`config.mk`:
```
export PLATFORM = sky130hd
export DESIGN_NAME = inst_prefetch_flat
export DESIGN_NICKNAME = d
export VERILOG_FILES = /design/src/rtl/v6502_pkg.sv /design/src/rtl/inst_prefetch_if.sv /design/src/rtl/byte_ring.sv /design/src/rtl/inst_prefetch.sv /design/src/flat_wrapper.sv
export SDC_FILE = /design/constraint.sdc
export NUM_CORES = 1
export LEC_CHECK = 0
export CAP_MARGIN = 20
export CORE_MARGIN = 5
export CORE_UTILIZATION = 49
export CTS_CLUSTER_DIAMETER = 120
export DETAILED_ROUTE_END_ITERATION = 8
export DONT_BUFFER_PORTS = 1
export GPL_TIMING_DRIVEN = 1
export PLACE_DENSITY = 0.66
export SLEW_MARGIN = 25
export SYNTH_ARGS = -nofsm -noshare
export SYNTH_HDL_FRONTEND = slang
export SYNTH_SLANG_ARGS = --single-unit
```
`constraint.sdc`:
```
create_clock -name clk -period 3.8 [get_ports clk]
set_input_delay 0.38 -clock clk [delete_from_list [all_inputs] [get_ports clk]]
set_output_delay 0.38 -clock clk [all_outputs]
set_load 0.02 [all_outputs]
```
`src/rtl/v6502_pkg.sv`:
```
// Shared definitions for the v6502 front end: prefetch FSM states, address width, queue depth.
package v6502_pkg;

  localparam int V6502_ADDR_W  = 16;
  localparam int V6502_Q_DEPTH = 16;

  typedef enum logic [1:0] {
    STOP = 2'd0,
    REQ  = 2'd1,
    WAIT = 2'd2,
    DROP = 2'd3
  } pf_state_t;

  // Decoder may ask for more bytes than are queued; clip to what is actually there.
  function automatic logic [1:0] pf_clip_consume(input logic [1:0] len, input int unsigned avail);
    return (avail < 32'(len)) ? avail[1:0] : len;
  endfunction

endpackage

```
`src/rtl/inst_prefetch_if.sv`:
```
// Bundle of memory-port, redirect and decoder-side signals of the instruction prefetcher.
interface inst_prefetch_if
  import v6502_pkg::*;
#(
  parameter int DEPTH  = V6502_Q_DEPTH,
  parameter int ADDR_W = V6502_ADDR_W
) ();

  localparam int CNT_W = $clog2(DEPTH) + 1;

  logic              redirect_valid;
  logic [ADDR_W-1:0] redirect_pc;
  logic              mem_req;
  logic [ADDR_W-1:0] mem_addr;
  logic              mem_ack;
  logic [7:0]        mem_rdata;
  logic [1:0]        consume_len;
  logic [7:0]        q_byte0;
  logic [7:0]        q_byte1;
  logic [7:0]        q_byte2;
  logic [CNT_W-1:0]  q_count;
  logic [ADDR_W-1:0] q_pc;

  modport master (
    input  redirect_valid, redirect_pc, mem_ack, mem_rdata, consume_len,
    output mem_req, mem_addr, q_byte0, q_byte1, q_byte2, q_count, q_pc
  );

  modport slave (
    output redirect_valid, redirect_pc, mem_ack, mem_rdata, consume_len,
    input  mem_req, mem_addr, q_byte0, q_byte1, q_byte2, q_count, q_pc
  );

endinterface

```
`src/rtl/byte_ring.sv`:
```
// DEPTH x 8 byte ring: one write port at tail, three read ports at head..head+2, zero-masked by count.
module byte_ring #(
  parameter int DEPTH = 16
) (
  input  logic                     clk,
  input  logic                     rst,
  input  logic                     i_flush,
  input  logic                     i_push,
  input  logic [7:0]               i_wdata,
  input  logic [1:0]               i_pop,
  input  logic [$clog2(DEPTH):0]   i_count,
  output logic [2:0][7:0]          o_bytes
);

  localparam int PTR_W = $clog2(DEPTH);
  localparam int CNT_W = PTR_W + 1;

  logic [7:0]       r_mem [DEPTH];
  logic [PTR_W-1:0] r_head;
  logic [PTR_W-1:0] r_tail;
  logic [PTR_W-1:0] w_rd_idx [3];

  always_ff @(posedge clk) begin
    if (rst) begin
      r_head <= '0;
      r_tail <= '0;
    end else if (i_flush) begin
      r_head <= r_tail;
    end else begin
      r_head <= r_head + PTR_W'(i_pop);
      if (i_push)
        r_tail <= r_tail + 1'b1;
    end
  end

  always_ff @(posedge clk) begin
    if (i_push && !i_flush)
      r_mem[r_tail] <= i_wdata;
  end

  // Pointer arithmetic is PTR_W bits wide, so the +gi offset wraps mod DEPTH.
  for (genvar gi = 0; gi < 3; gi++) begin : g_rd
    assign w_rd_idx[gi] = r_head + PTR_W'(gi);
    assign o_bytes[gi]  = (i_count > CNT_W'(gi)) ? r_mem[w_rd_idx[gi]] : 8'h00;
  end

endmodule

```
`src/rtl/inst_prefetch.sv`:
```
// Instruction prefetcher: sequential byte fetch into a ring queue, flush/refetch on redirect.
// Optional macro INST_PREFETCH_FLUSH_CNT_EN adds the saturating flush_bytes counter output.
module inst_prefetch
  import v6502_pkg::*;
#(
  parameter int DEPTH  = V6502_Q_DEPTH,
  parameter int ADDR_W = V6502_ADDR_W
) (
  input  logic              clk,
  input  logic              rst,
  inst_prefetch_if.master   bus
`ifdef INST_PREFETCH_FLUSH_CNT_EN
  ,
  output logic [15:0]       flush_bytes
`endif
);

  localparam int CNT_W = $clog2(DEPTH) + 1;

  pf_state_t         r_state, w_state_next;
  logic [ADDR_W-1:0] r_fetch_pc, w_fetch_pc_next;
  logic [ADDR_W-1:0] r_mem_addr, w_mem_addr_next;
  logic [ADDR_W-1:0] r_q_pc, w_q_pc_next;
  logic [CNT_W-1:0]  r_count, w_count_next;
  logic              w_ack;
  logic              w_push;
  logic [1:0]        w_consume;
  logic [2:0][7:0]   w_bytes;

  always_ff @(posedge clk) begin
    if (rst) begin
      r_state    <= STOP;
      r_fetch_pc <= '0;
      r_mem_addr <= '0;
      r_q_pc     <= '0;
      r_count    <= '0;
    end else begin
      r_state    <= w_state_next;
      r_fetch_pc <= w_fetch_pc_next;
      r_mem_addr <= w_mem_addr_next;
      r_q_pc     <= w_q_pc_next;
      r_count    <= w_count_next;
    end
  end

  always_comb begin
    w_state_next    = r_state;
    w_ack           = bus.mem_ack && (r_state == REQ || r_state == DROP);
    w_push          = bus.mem_ack && (r_state == REQ) && !bus.redirect_valid;
    w_consume       = bus.redirect_valid ? 2'd0 : pf_clip_consume(bus.consume_len, int'(r_count));
    w_count_next    = r_count + CNT_W'(w_push) - CNT_W'(w_consume);
    w_fetch_pc_next = w_push ? r_fetch_pc + 1'b1 : r_fetch_pc;
    w_q_pc_next     = r_q_pc + ADDR_W'(w_consume);

    if (bus.redirect_valid) begin
      w_count_next    = '0;
      w_fetch_pc_next = bus.redirect_pc;
      w_q_pc_next     = bus.redirect_pc;
      // An unacked request must still complete on the bus before refetching.
      if ((r_state == REQ && !bus.mem_ack) || r_state == DROP)
        w_state_next = DROP;
      else
        w_state_next = REQ;
    end else begin
      case (r_state)
        STOP:       w_state_next = STOP;
        REQ, WAIT:  w_state_next = (w_count_next < CNT_W'(DEPTH)) ? REQ : WAIT;
        DROP:       w_state_next = bus.mem_ack ? REQ : DROP;
        default:    w_state_next = STOP;
      endcase
    end

    // DROP keeps presenting the old address until its ack retires it.
    w_mem_addr_next = (w_state_next == REQ) ? w_fetch_pc_next : r_mem_addr;
  end

  byte_ring #(
    .DEPTH (DEPTH)
  ) u_ring (
    .clk     (clk),
    .rst     (rst),
    .i_flush (bus.redirect_valid),
    .i_push  (w_push),
    .i_wdata (bus.mem_rdata),
    .i_pop   (w_consume),
    .i_count (r_count),
    .o_bytes (w_bytes)
  );

  assign bus.mem_req  = (r_state == REQ) || (r_state == DROP);
  assign bus.mem_addr = r_mem_addr;
  assign bus.q_count  = r_count;
  assign bus.q_pc     = r_q_pc;
  assign bus.q_byte0  = w_bytes[0];
  assign bus.q_byte1  = w_bytes[1];
  assign bus.q_byte2  = w_bytes[2];

`ifdef INST_PREFETCH_FLUSH_CNT_EN
  logic [15:0] r_flush_bytes;
  logic [16:0] w_flush_sum;
  logic        w_discard;

  // Flushed queue bytes plus any ack whose byte is thrown away.
  always_comb begin
    w_discard   = w_ack && (bus.redirect_valid || r_state == DROP);
    w_flush_sum = {1'b0, r_flush_bytes} + 17'(w_discard);
    if (bus.redirect_valid)
      w_flush_sum = w_flush_sum + 17'(r_count);
  end

  always_ff @(posedge clk) begin
    if (rst)
      r_flush_bytes <= '0;
    else
      r_flush_bytes <= w_flush_sum[16] ? 16'hFFFF : w_flush_sum[15:0];
  end

  assign flush_bytes = r_flush_bytes;
`endif

endmodule
```
`src/flat_wrapper.sv`:
```
// flat-port wrapper written by rule: the top's interface ports become plain ports
module inst_prefetch_flat import v6502_pkg::*;
#(
  parameter int DEPTH  = V6502_Q_DEPTH,
  parameter int ADDR_W = V6502_ADDR_W
)
  (clk, rst, bus_redirect_valid, bus_redirect_pc, bus_mem_ack, bus_mem_rdata, bus_consume_len, bus_mem_req, bus_mem_addr, bus_q_byte0, bus_q_byte1, bus_q_byte2, bus_q_count, bus_q_pc);
  inst_prefetch_if #(.DEPTH(DEPTH), .ADDR_W(ADDR_W)) bus_i ();
  input  logic clk;
  input  logic rst;
  input wire logic [$bits(bus_i.redirect_valid)-1:0] bus_redirect_valid;
  input wire logic [$bits(bus_i.redirect_pc)-1:0] bus_redirect_pc;
  input wire logic [$bits(bus_i.mem_ack)-1:0] bus_mem_ack;
  input wire logic [$bits(bus_i.mem_rdata)-1:0] bus_mem_rdata;
  input wire logic [$bits(bus_i.consume_len)-1:0] bus_consume_len;
  output wire logic [$bits(bus_i.mem_req)-1:0] bus_mem_req;
  output wire logic [$bits(bus_i.mem_addr)-1:0] bus_mem_addr;
  output wire logic [$bits(bus_i.q_byte0)-1:0] bus_q_byte0;
  output wire logic [$bits(bus_i.q_byte1)-1:0] bus_q_byte1;
  output wire logic [$bits(bus_i.q_byte2)-1:0] bus_q_byte2;
  output wire logic [$bits(bus_i.q_count)-1:0] bus_q_count;
  output wire logic [$bits(bus_i.q_pc)-1:0] bus_q_pc;
  assign bus_i.redirect_valid = bus_redirect_valid;
  assign bus_i.redirect_pc = bus_redirect_pc;
  assign bus_i.mem_ack = bus_mem_ack;
  assign bus_i.mem_rdata = bus_mem_rdata;
  assign bus_i.consume_len = bus_consume_len;
  assign bus_mem_req = bus_i.mem_req;
  assign bus_mem_addr = bus_i.mem_addr;
  assign bus_q_byte0 = bus_i.q_byte0;
  assign bus_q_byte1 = bus_i.q_byte1;
  assign bus_q_byte2 = bus_i.q_byte2;
  assign bus_q_count = bus_i.q_count;
  assign bus_q_pc = bus_i.q_pc;
  inst_prefetch #(.DEPTH(DEPTH), .ADDR_W(ADDR_W)) u_core (.clk(clk), .rst(rst), .bus(bus_i));
endmodule
```
==> run_results.csv <==
group,metric,value,unit
placement,placed_cell_area,11000,um^2
synth,synth_edf_count,128,
placement,dp_hpwl,18.9,mm
sta,final_max_slew_viol_count,0,
synth,ys_seq_area_frac,0.490,
worst_setup_path,worst_setup_path_start_kind,"flip-flop",
grt,grt_overflow,0,
grt,grt_max_degree,99,
worst_hold_path,hp-class,"in2reg",
clock_tree,cts_tree,"built",
placement,portBuffers,0,
synth,netlist_instances,751,
worst_setup_path,crit_path_end_kind,"flip-flop",
worst_setup_path,cpPeakStageDelay,0.39,ns
final_layout,nFillCells,1704,
floorplanning,dieArea,24300,um^2
synth,synth_area_leaders,"edfxtp_1, mux4_2, dfxtp_1, ha_1, a211oi_1",
route,ant_nets,0,
grt,grt_pass1_vias,6899,
synth,yosysWarnings,0,
final_layout,num_antenna_cells,0,
synth,synth_nets,807,
pwr,max-vdd-ir-drop,0.319,mV
worst_setup_path,cp_cell_sequence,"inv_1, ha_1, or3b_4, o221a_2, ha_1, inv_1, ha_1, fa_2, and3b_1, o311a_1, or2_1, buf_4, nor2_4, mux2_2",
worst_setup_path,arrival,3.98,ns
synth,netlist_area,10400,um^2
synth,synth_cell_types,56,
run,cap_violations,0,
sta,fin_tns_setup,0,ns
sta,relSlewSlack,0.330,
floorplanning,start_util,0.497,
floorplanning,row_count,53,
clock_tree,cts.reportedPaths.clkPinSlew,0.07,ns
worst_setup_path,slowest_stage,"or3b_4",
route,wl,27.3,mm
worst_setup_path,worst_ep_required_time,4.12,ns
route,drtIter0Drc,695,
final_layout,num-nets-final,839,
outcome,status,"finished clean",
synth,syn_avg_cell_area,13.9,um^2
final_layout,final_area,11600,um^2
route,viasPerCell,6.58,
sta,setup_viol,0,
grt,grt_first_pass_wirelength,41.4,mm
route,vias,7040,
clock_tree,cts_buffers,17,
worst_setup_path,crit_family,"adder cells",
synth,synth.most_common_cell,"edfxtp_1",
worst_setup_path,cpMostUsedCell,"ha_1",
clock_tree,insertion_delay,0.43,ns
route,wire_per_inst,25.5,um
sta,fin_ws,0.140,ns
sta,tightest_slew,1.00,ns
synth,yosys_register_bits,191,
grt,antenna_found_initial,0,
synth,async_flop_share,0,
sta,fmax,273,MHz
synth,yosysTopAreaCellShare,0.369,
clock_tree,h-tree-depth,4,
placement,post-place-ws,0.0191,ns
synth,synth_top_cell_by_area,"edfxtp_1",
route,drc,0,
sta,skew,0.00853,ns
synth,synth_ff_type,"edfxtp_1",
worst_setup_path,crit_buf_inv,3,
sta,period_minus_slack,3.66,ns
grt,track_usage,0.226,
floorplanning,die_w,156,um
final_layout,drive_gt1_frac,0.278,
worst_setup_path,worstPathMaxFanout,6,
floorplanning,die_y,156,um
clock_tree,cts.sinks,191,
route,first_pass_iters,5,
worst_setup_path,criticalPathCategory,"reg2reg",
floorplanning,core,21000,um^2
final_layout,syn2layout_area_growth,11.6,%
clock_tree,postCtsSetupRepairBufs,0,
floorplanning,ios,92,
placement,gp_congestion,0.874,
clock_tree,root_buffer,"clkbuf_16",
clock_tree,cts_buffer_depth,2,
sta,hold_viol,0,
pwr,power.density,503,nW/um^2
synth,synthTopCellsByCount,"edfxtp_1, mux4_2, dfxtp_1, nor2_1, nand2_1",
sta,fin_crit_sh,0.963,
pwr,cellLeakagePower,3.81,nW
sta,rsz0062_at_grt,"no",
-- stage by stage --
step / util / std cells / total power, mW / hold WS (ns)
floorplan: - / 751 / 3.71 / 0.479
detailed placement: 0.527 / 1035 / 4.22 / 0.458
finish: 0.555 / 1070 / 5.85 / 0.0204
CTS: 0.555 / 1070 / 5.87 / 0.000196
global route: 0.555 / 1070 / 6.11 / 0.000816
global placement: 0.527 / 1035 / 4.18 / 0.456
-- sequential cells by signal, summed over array words and instances (netlist names) --
signal                cells
u_core.r_state            2
u_core.bus.q_pc          16
u_core.r_fetch_pc        16
u_core.u_ring.r_mem     128
u_core.u_ring.r_tail      4
u_core.u_ring.r_head      4
u_core.bus.mem_addr      16
u_core.bus.q_count        5
-- final cells by class --
cell class,count,area [um^2],share of cell area
multi-input cells,486,5050,0.434
flip-flops and latches,191,5120,0.440
clock inverters,13,105,0.00904
clock buffers,18,429,0.0369
repair buffers,63,495,0.0426
inverters,24,90.1,0.00775
well taps,275,344,0.0296
-- cells by family after synthesis --
family / share of synthesized area
xor gates and xnor gates: 0.0235
adders and majority gates: 0.0334
AOI/OAI and AO/OA: 0.0671
and+or+nand+nor: 0.103
DFF: 0.490
muxes: 0.253
buffers and inverters: 0.0297
-- worst register-to-register path: stages, from the launching register on --
cell and delay [ns]:
dfxtp_2 0.32, inv_1 0.08, ha_1 0.17, or3b_4 0.39, o221a_2 0.30, ha_1 0.27, inv_1 0.04, ha_1 0.20
fa_2 0.34, and3b_1 0.21, o311a_1 0.34, or2_1 0.25, buf_4 0.17, nor2_4 0.13, mux2_2 0.34
-- layout by cell type, fill, tap and decap left out, types with 3 or more instances in the layout --
cell type      synthesis  layout
a211oi_1              27      27
dfxtp_1               63      58
inv_1                 24      23
nand4_1               12      12
and3_1                 9       9
nor2_1                43      43
nor4_1                 5       5
a21oi_1               24      22
o22ai_1                3       3
nor3_1                21      21
o32ai_1                3       3
nand2b_1               6       6
a21boi_0               5       5
ha_1                  23      22
and2_1                 5       5
o21ai_0               12      12
dfxtp_2                0       3
nand3_1               14      14
xor2_1                14      14
nor2b_1               32      32
mux4_2               112     112
clkinvlp_4             0       3
a21o_1                 6       6
o31a_1                 4       4
mux2i_1               10      10
clkbuf_16              0      17
a31oi_1                5       5
nand2_1               40      40
and4_1                 4       4
edfxtp_1             128     128
xnor2_1               14      13
o21a_1                 4       4
inv_6                  0       6
dlygate4sd3_1          0       4
buf_4                  2      58
-- routing by layer --
metal / share of wire / GRT usage / routed length (um) / up-vias
li1: - / - / - / 3036
met1: 0.39 / 0.301 / 10600 / 3565
met2: 0.49 / 0.362 / 13400 / 399
met3: 0.099 / 0.0646 / 2700 / 40
met4: 0.022 / 0.0692 / 612 / 0
met5: 0 / 0 / 0 / -
-- worst paths after layout --
check                     startpoint                 endpoint  slack [ns]  depth (start not counted)
max            u_core.bus.q_count[4]   u_core.bus.mem_addr[9]        0.14                         14
min                              rst       u_core.bus.q_pc[7]        0.02                          1
max reg2reg    u_core.bus.q_count[4]   u_core.bus.mem_addr[9]        0.14                         14
min reg2reg  u_core.u_ring.r_tail[0]  u_core.u_ring.r_tail[0]        0.54                          2
-- repair_timing --
item / 4_1_cts / 5_1_grt
endpoints found under the setup margin: 0 / 14
endpoints found under the hold margin: 7 / 0
resized for setup: 0 / 2
hold buffers: 4 / 0
-- power breakdown --
part / switching, mW / total, mW / internal [mW]
clock: 0.820 / 1.67 / 0.850
combinational: 1.00 / 1.79 / 0.794
sequential: 0.106 / 2.39 / 2.28
total: 1.93 / 5.85 / 3.93
No activity file was read; power rests on OpenSTA's default activity.
